File: config.mk
export PLATFORM = sky130hd
export DESIGN_NAME = uart_rx
export DESIGN_NICKNAME = d
export VERILOG_FILES = /design/src/rtl/uart_rx.sv
export SDC_FILE = /design/constraint.sdc
export NUM_CORES = 1
export LEC_CHECK = 0
export CAP_MARGIN = 20
export CORE_UTILIZATION = 25
export DETAILED_ROUTE_END_ITERATION = 8
export PLACE_DENSITY_LB_ADDON = 0.12
export SETUP_SLACK_MARGIN = 0.02
export SLEW_MARGIN = 20
export SYNTH_ARGS = -nofsm -noshare
export SYNTH_HDL_FRONTEND = slang
export SYNTH_SLANG_ARGS = --single-unit
File: constraint.sdc
create_clock -name clk -period 2.1 [get_ports clk]
set_clock_uncertainty 0.2 [all_clocks]
set_input_delay 0.525 -clock clk [delete_from_list [all_inputs] [get_ports clk]]
set_output_delay 0.525 -clock clk [all_outputs]
set_load 0.02 [all_outputs]
File: src/rtl/uart_rx.sv
// 8N1 UART receiver, LSB first. Synchronises rx, qualifies the start bit at
// mid-bit, then samples each data bit and the stop bit at its centre.
module uart_rx #(
    parameter int BAUD = 115200,
    parameter int F    = 50000000
) (
    input  logic       clk,
    input  logic       rst,
    input  logic       rx,
    output logic [7:0] data,
    output logic       valid,
    output logic       frame_err,
    output logic       busy
);

    localparam int CPB   = F / BAUD;
    localparam int HALF  = CPB / 2;
    localparam int CNT_W = $clog2(CPB);

    localparam logic [CNT_W-1:0] CNT_BIT = CNT_W'(CPB - 1);
    localparam logic [CNT_W-1:0] CNT_MID = CNT_W'(HALF - 1);

    typedef enum logic [1:0] {IDLE, START, DATA, STOP} state_t;

    state_t           state, state_nxt;
    logic             rx_p0, rx_p1, rx_s;
    logic             armed;
    logic [CNT_W-1:0] cnt, cnt_nxt;
    logic [2:0]       bit_cnt, bit_cnt_nxt;
    logic [7:0]       shreg, shreg_nxt;
    logic             valid_nxt, ferr_nxt;

    assign rx_s = rx_p1;
    assign busy = (state != IDLE);

    // stage p0/p1: two-flop synchroniser, then control state update
    always_ff @(posedge clk) begin
        if (rst) begin
            rx_p0     <= 1'b1;
            rx_p1     <= 1'b1;
            state     <= IDLE;
            cnt       <= '0;
            bit_cnt   <= '0;
            armed     <= 1'b0;
            valid     <= 1'b0;
            frame_err <= 1'b0;
            data      <= 8'h00;
        end else begin
            rx_p0     <= rx;
            rx_p1     <= rx_p0;
            state     <= state_nxt;
            cnt       <= cnt_nxt;
            bit_cnt   <= bit_cnt_nxt;
            valid     <= valid_nxt;
            frame_err <= ferr_nxt;
            if (valid_nxt)
                data <= shreg;
            // a bad stop bit disarms until the line has been seen high again
            if (ferr_nxt)
                armed <= 1'b0;
            else if (rx_s)
                armed <= 1'b1;
        end
    end

    always_ff @(posedge clk) begin
        shreg <= shreg_nxt;
    end

    always_comb begin
        state_nxt   = state;
        cnt_nxt     = cnt + CNT_W'(1);
        bit_cnt_nxt = bit_cnt;
        shreg_nxt   = shreg;
        valid_nxt   = 1'b0;
        ferr_nxt    = 1'b0;
        case (state)
            IDLE: begin
                cnt_nxt     = '0;
                bit_cnt_nxt = '0;
                if (armed && !rx_s)
                    state_nxt = START;
            end
            START: begin
                if (cnt == CNT_MID) begin
                    cnt_nxt   = '0;
                    state_nxt = rx_s ? IDLE : DATA;
                end
            end
            DATA: begin
                if (cnt == CNT_BIT) begin
                    cnt_nxt     = '0;
                    shreg_nxt   = {rx_s, shreg[7:1]};
                    bit_cnt_nxt = bit_cnt + 3'd1;
                    if (bit_cnt == 3'd7)
                        state_nxt = STOP;
                end
            end
            STOP: begin
                if (cnt == CNT_BIT) begin
                    cnt_nxt   = '0;
                    state_nxt = IDLE;
                    if (rx_s)
                        valid_nxt = 1'b1;
                    else
                        ferr_nxt = 1'b1;
                end
            end
            default: begin
                cnt_nxt   = '0;
                state_nxt = IDLE;
            end
        endcase
    end

endmodule

==> impl_results.md, run 1 <==
* RSZ-0062 raised after global routing: false
* Syn Nets at 131
* Most common cell after layout, fill and taps aside: dfxtp_1
* Final period util at 93.1%
* Avg Inst Size Synth at 11.4 µm²
* Warnings, synthesis at 0
* Setup TNS at 0 ps
* Setup Buffers After CTS at 0
* Sequential power share at 48.1%
* Logic pwr share at 1.7%
* Register bit total from synthesis at 35
* CP max FO at 2
* Pwr Density at 801 nW/µm²
* Max-slew violations at 0
* Total CTS buffers at 5
* Total grt overflow at 0
* CP Class: reg -> out
* Critical Path Sink Type: output port
* # diodes at 0
* Initial antenna violation count at 0
* Reg clk slew, reported paths at 70 ps
* Insertion delay to the later sink of the worst-skew pair at 280 ps
* Final core occ at 34.3%
* Final wirelength at 2510 µm
* Final WS setup at 145 ps
* Max Cap Viol at 0
* CP max stage cell: clkdlybuf4s50_1
* Tot GR Track Use at 9.68%
* CTS Hold Bufs at 0
* Slowest stage delay, CP at 600 ps
* Clk root buf: clkbuf_8
* Mapped Cells at 123
* DRT Pass-1 Iters at 4
* Pin count of the biggest net entering global routing at 16
* DP HPWL at 1830 µm
* Maximum clock frequency at 0.511 GHz
* Io pins at 14
* Die height at 76.8 µm
* Synth top area cells: dfxtp_1 (39%), edfxtp_1 (17%), mux2i_1 (5.7%)
* Post-synthesis sequential area ratio at 55.8%
* Net count reported at finish at 156
* Bufs on Longest Clock Path at 2
* 1st-iter DRT viols at 48
* Final Hold Viols at 0
* Setup violators final at 0
* Vias per cell at 4.37
* Slew margin rel. at 75.8%
* Pre-CTS setup slack at 99.7 ps
* Int Pwr at 0.00117 W
* Most frequent cells in the layout: dfxtp_1 (27), nor2_1 (21), clkdlybuf4s50_1 (12)
* Startpoint Class: flip-flop
* First-pass GRT wire length at 4390 µm
* Wire per inst at 11.5 µm
* Leakage power at 0.667 nW
* Total core area at 5240 µm²
* Vias at 956
* Filler instances at 536
* Min Tclk post-route at 1960 ps
* Worst Path Arrival at 1230 ps
* Layout cell share with drive strength beyond 1 at 16.8%
* Worst slew pin tran at 359 ps
* CTS tree: yes
* Gpl congestion at 0.739
* Worst EP required at 1370 ps
* Cell chain of the critical path: clkdlybuf4s50_1
* Post-synthesis cell type count at 31
* DR DRC count at 0
* Routed Antenna Nets at 0
* Sinks on Clock Net at 35
* Switch share at 18.3%
* Min-Delay Path Class: reg -> reg
* R2R Setup Slk at 190 ps
* P_sw at 0.000263 W
* Initial Utilization at 26.7%
* Clock share of power at 50.1%
* Die ar. at 5900 µm²
* Area grow syn2layout at 28.2%
* Chip width at 76.8 µm
* Worst path bufs/invs at 1
* Input/output buffers at 13
* Crit-path leading delay family: buffers and inverters
* Number of global-route vias before repair at 926
* Post-CTS sizing at 1
* Leading area contributor after synthesis: dfxtp_1
* H-tree lvl count at 2
* Area fraction of the dominant cell type after synthesis at 38.6%
* VDD IR max at 273 µV
* Cell Rows at 26
* Status: finished clean
* Mapped Area at 1400 µm²
-- kinds of logic (layout without fill, tap and decap cells) --
family          after synthesis  count (layout)  share of synthesized area, %
compound gates               12              12                          5.72
xor+xnor                      7               7                          4.38
fa+ha+maj                     5               5                          4.47
buf+inv                       6              32                          1.88
flops                        35              35                          55.8
mux                           9               9                          6.52
simple gates                 49              49                          21.3
-- synthesized netlist by cell type, drive strengths merged --
cell	n
o32a	1
a31oi	2
edfxtp	8
or2	4
nand4b	1
mux2	1
o21ai	2
xnor2	4
nand2b	3
a211oi	1
buf	1
nand4	1
nand2	2
nand3	5
inv	4
clkbuf	1
dfxtp	27
o21a	1
and4bb	1
and4b	1
xor2	3
nor2b	2
nand4bb	1
nor2	21
nor3	5
a22o	2
mux2i	8
nor4	2
a21oi	3
ha	5
-- routing by layer --
| metal | vias up | track usage (%) | part of all wire [%] |
|---|---|---|---|
| li1 | 480 | - | - |
| met1 | 451 | 11.8 | 46 |
| met2 | 19 | 14.6 | 47 |
| met3 | 6 | 3.69 | 4.6 |
| met4 | 0 | 5.19 | 2.1 |
| met5 | - | 0 | 0 |
-- registers in the layout, indices dropped and copies added, names as in the netlist, named ones only --
name       cells
frame_err      1
state          1
shreg          8
valid          1
cnt            9
rx_p1          1
armed          1
rx_p0          1
bit_cnt        3
data           8
-- metrics by stage --
| stage | total power [W] | hold slack, ps | cells | area (µm²) |
|---|---|---|---|---|
| 2_1_floorplan | 0.000720 | 189 | 123 | 1400 |
| 3_3_place_gp | 0.000732 | 196 | 211 | 1660 |
| 3_5_place_dp | 0.000733 | 205 | 211 | 1660 |
| 4_1_cts | 0.00146 | 216 | 219 | 1790 |
| 5_1_grt | 0.00149 | 230 | 219 | 1790 |
| 6_report | 0.00144 | 216 | 219 | 1790 |
-- layout make-up --
cell class | instances | area (µm²) | area share, %
sequential | 35 | 781 | 43.5
timing repair buffer | 20 | 181 | 10.1
multi-input combinational | 82 | 593 | 33.1
clock buffer | 5 | 68.8 | 3.84
clock inverter | 3 | 67.6 | 3.77
inverter | 4 | 15.0 | 0.837
tap | 70 | 87.6 | 4.88
-- power groups by stage --
| stage | clock network [W] | logic, W | registers [W] |
|---|---|---|---|
| 4_1_cts | 0.000744 | 0.0000255 | 0.000691 |
| 6_report | 0.000720 | 0.0000250 | 0.000691 |
| 5_1_grt | 0.000769 | 0.0000277 | 0.000692 |
| 2_1_floorplan | 0 | 0.0000135 | 0.000707 |
| 3_3_place_gp | 0 | 0.0000255 | 0.000707 |
| 3_5_place_dp | 0 | 0.0000259 | 0.000707 |
-- final timing paths --
path            from        to  cells after the start
max reg2reg   cnt[0]  shreg[2]                      5
min reg2reg    rx_p0     rx_p1                      1
max          data[7]   data[7]                      1
min            rx_p0     rx_p1                      1
No activity file was read; power rests on OpenSTA's default activity.
==> inputs of run 2 (changes only) <==
- SLEW_MARGIN: 20 -> unset
==> results of run 2 <==
Same layout as run 1: the final DEF is identical, and so are final timing and power.
==> RTL change 1: new RTL, flow settings as in run 2 <==
Remove the register `valid`: a continuous assignment takes its place, so the output `valid` follows one clock earlier.
--- a/src/rtl/uart_rx.sv
+++ b/src/rtl/uart_rx.sv
@@ -44,3 +44,2 @@
             armed     <= 1'b0;
-            valid     <= 1'b0;
             frame_err <= 1'b0;
@@ -53,3 +52,2 @@
             bit_cnt   <= bit_cnt_nxt;
-            valid     <= valid_nxt;
             frame_err <= ferr_nxt;
@@ -64,2 +62,4 @@
     end
+
+    assign valid = valid_nxt;
 
Check against the original RTL: no difference found for any inputs over 10 cycles, from zero or initial values and one cycle with rst high; that may be too few to reach the edited logic, so the function may still have changed.
==> RTL change 1 against run 2 <==
- the flow now finishes with violations (negative setup slack)
- worst setup slack worse by 150 ps
- sequential cell count down 1
- power down 20%
- synthesized area rose by 0.63%
- routed wire length increased by 10%
- hold slack got worse by 6.5 ps
- register-to-register slack worse by 80 ps
- cell area up 5.2%
- largest power group is now sequential cells
==> RTL change 1: results (changes against run 2) <==
- RD Place Congestion: 0.760 (was 0.739)
- Cell leakage power: 0.675 nW (was 0.667 nW)
- # fillers: 571 (was 536)
- Number of global-route vias before repair: 1,047 (was 926)
- Hold path startpoint: rx_p0 (unchanged)
- Peak supply drop: 0.260 mV (was 0.273 mV)
- Worst r2r src: cnt[1] (was cnt[0])
- Status: finished with violations (was finished, final reports clean)
- Final setup fails: 1 (was 0)
- Worst Setup Slack, final: -2.52 ps (was 145 ps)
- Most used DFF post-synth: dfxtp_1 (unchanged)
- Slew headroom: 0.740 (was 0.758)
- Via count: 1,013 (was 956)
- CTS buffer count: 5 (unchanged)
- Cell Count, Final, Fillers Out: 238 (was 219)
- Reg2Reg Setup Slack: 110 ps (was 190 ps)
- Top cells by area, synth: dfxtp_1, edfxtp_1, mux2i_1, nor2_1, ha_1 (unchanged)
- Mapped Cells: 129 (was 123)
- Layout Nets: 175 (was 156)
- Worst hold path class: reg2reg (unchanged)
- R2R depth: 8 (was 5)
- Layout cell share with drive strength beyond 1: 0.274 (was 0.168)
- First-pass GRT wire length: 4.89 mm (was 4.39 mm)
- Failing checks: negative setup slack
- Hpwl dp: 2.04 mm (was 1.83 mm)
- CP delay by family, top: simple AND/OR/NAND/NOR gates (was buffers and inverters)
- WL final: 2.77 mm (was 2.51 mm)
- Worst-Skew Late Latency: 280 ps (about the same)
- Iteration-0 DRC Markers: 55 (was 48)
- Crit path DAT: 1380 ps (was 1230 ps)
- Final Hold Slack: 210 ps (was 216 ps)
- # port buffers: 13 (unchanged)
- Max incr delay on CP: 330 ps (was 600 ps)
- Dpl cells: 228 (was 211)
- Commonest cells in the netlist: dfxtp_1, nor2_1, mux2i_1 (was dfxtp_1, nor2_1, edfxtp_1, mux2i_1)
- Largest net degree at the start of global routing: 18 (was 16)
- Critical-path top delay cell: dfxtp_2 (was clkdlybuf4s50_1)
- Sequential area share after synthesis: 0.540 (was 0.558)
- Hold path depth: 1 (unchanged)
- Syn nets: 137 (was 131)
- All-Layer GR Usage: 0.107 (was 0.0968)
- Post-synthesis cell type count: 32 (was 31)
## RTL change 1: cell types whose count changed in the layout (fill, tap and decap cells not counted), moves of 3 or more
cell | before | now
buf_4 | 7 | 24
dfxtp_1 | 27 | 24
nand2_1 | 2 | 8
o22ai_1 | 0 | 4
## RTL change 1: final timing paths
| path | endpoint |
|---|---|
| worst max register to register | shreg[7] |
| worst max-delay path | valid |
| worst min register to register | rx_p1 |
| worst min-delay path | rx_p1 |
## RTL change 1: repair_timing
action,4_1_cts,5_1_grt
setup buffers,0,2
pin swaps,1,1
setup endpoints to repair,2,18
cloned,0,0
resized for setup,8,10
## RTL change 1: worst reg2reg max path, delay by kind of cell (launching register included)
| family | cells | cell delay (ps) |
|---|---|---|
| and+or+nand+nor | 3 | 540 |
| buffers and inverters | 4 | 510 |
| DFF | 1 | 330 |
| adders and majority gates | 1 | 130 |
## RTL change 1: cell type report
type                            instances  area share
Sequential cell                        34       0.405
Multi-Input combinational cell         84       0.329
Clock buffer                            5      0.0365
Tap cell                               70      0.0464
Inverter                                5     0.00995
Clock inverter                          3     0.00862
Timing Repair Buffer                   37       0.165
## RTL change 1: report_power, final
part           leakage, nW  total [mW]  internal, mW  switching (mW)
clock network       0.0416       0.455         0.227           0.228
registers            0.283       0.670         0.669         0.00104
logic                0.351      0.0217       0.00975          0.0119
## RTL change 1: logic make-up (layout without fill, tap and decap cells)
family                   Yosys count  in the layout  share of synthesized area
AND/OR/NAND/NOR                   49             49                      0.195
multiplexers                       9              9                     0.0639
buffers and inverters             11             50                     0.0488
AO/OA/AOI/OAI                     14             14                     0.0639
XOR/XNOR                           7              7                     0.0435
adder cells (fa/ha/maj)            5              5                     0.0444
flip-flops                        34             34                      0.540
## RTL change 1: routing by layer
metal | part of all wire | up-vias | GRT usage
met5 | 0 | - | 0
met4 | 0.025 | 0 | 0.0509
met3 | 0.036 | 10 | 0.0321
met2 | 0.43 | 19 | 0.155
met1 | 0.50 | 465 | 0.143
li1 | - | 519 | -
## RTL change 1: stage by stage
stage / setup WS (ps) / instance area [sq um] / setup TNS [ps] / util
detailed placement: -285 / 1750 / -285 / 0.331
CTS: -19.1 / 1840 / -19.1 / 0.349
global route: -90.9 / 1890 / -135 / 0.358
floorplan: 40.3 / 1410 / 0 / -
finish: -2.52 / 1890 / -2.52 / 0.358
global placement: -224 / 1750 / -224 / 0.331
==> RTL change 2: new RTL, flow settings as in run 2 <==
Made on the original files. Set the parameter `F` to 25000000 (it was 50000000).
--- a/src/rtl/uart_rx.sv
+++ b/src/rtl/uart_rx.sv
@@ -4,3 +4,3 @@
     parameter int BAUD = 115200,
-    parameter int F    = 50000000
+    parameter int F    = 25000000
 ) (
Formal check against the unedited RTL: same outputs for any inputs over 10 cycles, from zero or initial values and one cycle with rst high; that may be too few to reach the edited logic, so the function may still have changed.
==> RTL change 2 against run 2 <==
- clock power shrank 36%
- routed wire length grew 0.72%
- cell area shrank 4.0%
- hold slack is essentially flat
- sequential power shrank 3%
- register-to-register slack gained 100 ps
- synthesized area grew 0.18%
- power shrank 20%
- worst setup slack gained 7.2 ps
- critical path depth is the same
- combinational power shrank 26%
- non-clock buffer count grew 2
- highest routed layer unchanged
- sequential cell count shrank 1
- die area grew 0.17%
==> RTL change 2: results (changes against run 2) <==
- Layout Nets: 158 (was 156)
- Reg2Reg Setup Slack: 290 ps (was 190 ps)
- First-pass GRT wire length: 4.35 mm (was 4.39 mm)
- Min cycle time layout: 1950 ps (was 1960 ps)
- Slew headroom: 0.759 (was 0.758)
- Mapped Cells: 128 (was 123)
- R2R depth: 3 (was 5)
- Vias/cell: 4.20 (was 4.37)
- FF-to-FF End: shreg[1] (was shreg[2])
- Worst r2r src: cnt[4] (was cnt[0])
- Top cells by area, synth: dfxtp_1, edfxtp_1, mux2i_1, nor2_1, ha_1 (unchanged)
- Number of global-route vias before repair: 928 (was 926)
- Commonest cells in the netlist: dfxtp_1, nor2_1, mux2i_1 (was dfxtp_1, nor2_1, edfxtp_1, mux2i_1)
- Status: finished, final reports clean (unchanged)
- 1st-pass router iterations: 2 (was 4)
- WL final: 2.53 mm (was 2.51 mm)
- Post-place setup slack: 251 ps (was 99.7 ps)
- Largest net degree at the start of global routing: 19 (was 16)
- Syn nets: 135 (was 131)
- Hpwl dp: 1.81 mm (was 1.83 mm)
- # fillers: 569 (was 536)
- Worst setup path endpoint: data[6] (was data[7])
- Layout cell share with drive strength beyond 1: 0.158 (was 0.168)
- Biggest regs: cnt: 8 flops, data: 8 flops, shreg: 8 flops (was cnt: 9 flops, data: 8 flops, shreg: 8 flops)
- Iteration-0 DRC Markers: 29 (was 48)
[RTL change 2: cell count changes in the layout (fill, tap and decap cells not counted), sizes merged, moves of 3 or more]
cell   delta
nor2      -4
and3      +3
nand2     +3
o22ai     +3
[RTL change 2: kinds of logic (layout without fill, tap and decap cells)]
kind of cell | count (synthesis) | in the layout | share of synthesized area
xor+xnor | 6 | 6 | 0.0375
flops | 34 | 34 | 0.542
simple gates | 49 | 49 | 0.205
buf+inv | 12 | 36 | 0.0517
compound gates | 14 | 14 | 0.0633
fa+ha+maj | 4 | 4 | 0.0357
mux | 9 | 9 | 0.0642
[RTL change 2: routing by layer]
metal / part of all wire / vias up / track usage
met1: 0.50 / 421 / 0.119
met2: 0.45 / 14 / 0.143
li1: - / 489 / -
met5: 0 / - / 0
met4: 0.023 / 0 / 0.0577
met3: 0.032 / 8 / 0.0357
[RTL change 2: what timing repair did]
| action | CTS | global route |
|---|---|---|
| endpoints found under the setup margin | 1 | 0 |
| hold endpoints to repair | 0 | 0 |
| gates resized for setup | 1 | 0 |
[RTL change 2: area by class of cell]
class                   instances  area share
multi-input cells              82       0.331
flip-flops and latches         34       0.442
well taps                      70      0.0509
inverters                       6      0.0131
clock inverters                 3     0.00945
repair buffers                 22       0.114
clock buffers                   5      0.0400
[RTL change 2: through the flow]
stage | hold slack (ps) | area [sq um]
floorplan | 189 | 1400
global placement | 196 | 1640
global route | 228 | 1720
detailed placement | 206 | 1640
finish | 216 | 1720
CTS | 221 | 1720
[RTL change 2: power breakdown]
part / internal, mW / switching (mW) / total [mW] / leakage [nW]
logic: 0.00869 / 0.00995 / 0.0186 / 0.270
registers: 0.669 / 0.00170 / 0.671 / 0.282
clock network: 0.227 / 0.234 / 0.461 / 0.0416
[RTL change 2: how the worst min path moves through the flow]
stage	cells after the start	endpoint	slack [ps]
after CTS	1	rx_p1	220
after floorplan	1	rx_p1	190
after global placement	1	rx_p1	200
after detailed placement	1	rx_p1	210
final	1	rx_p1	220
after global routing	1	rx_p1	230
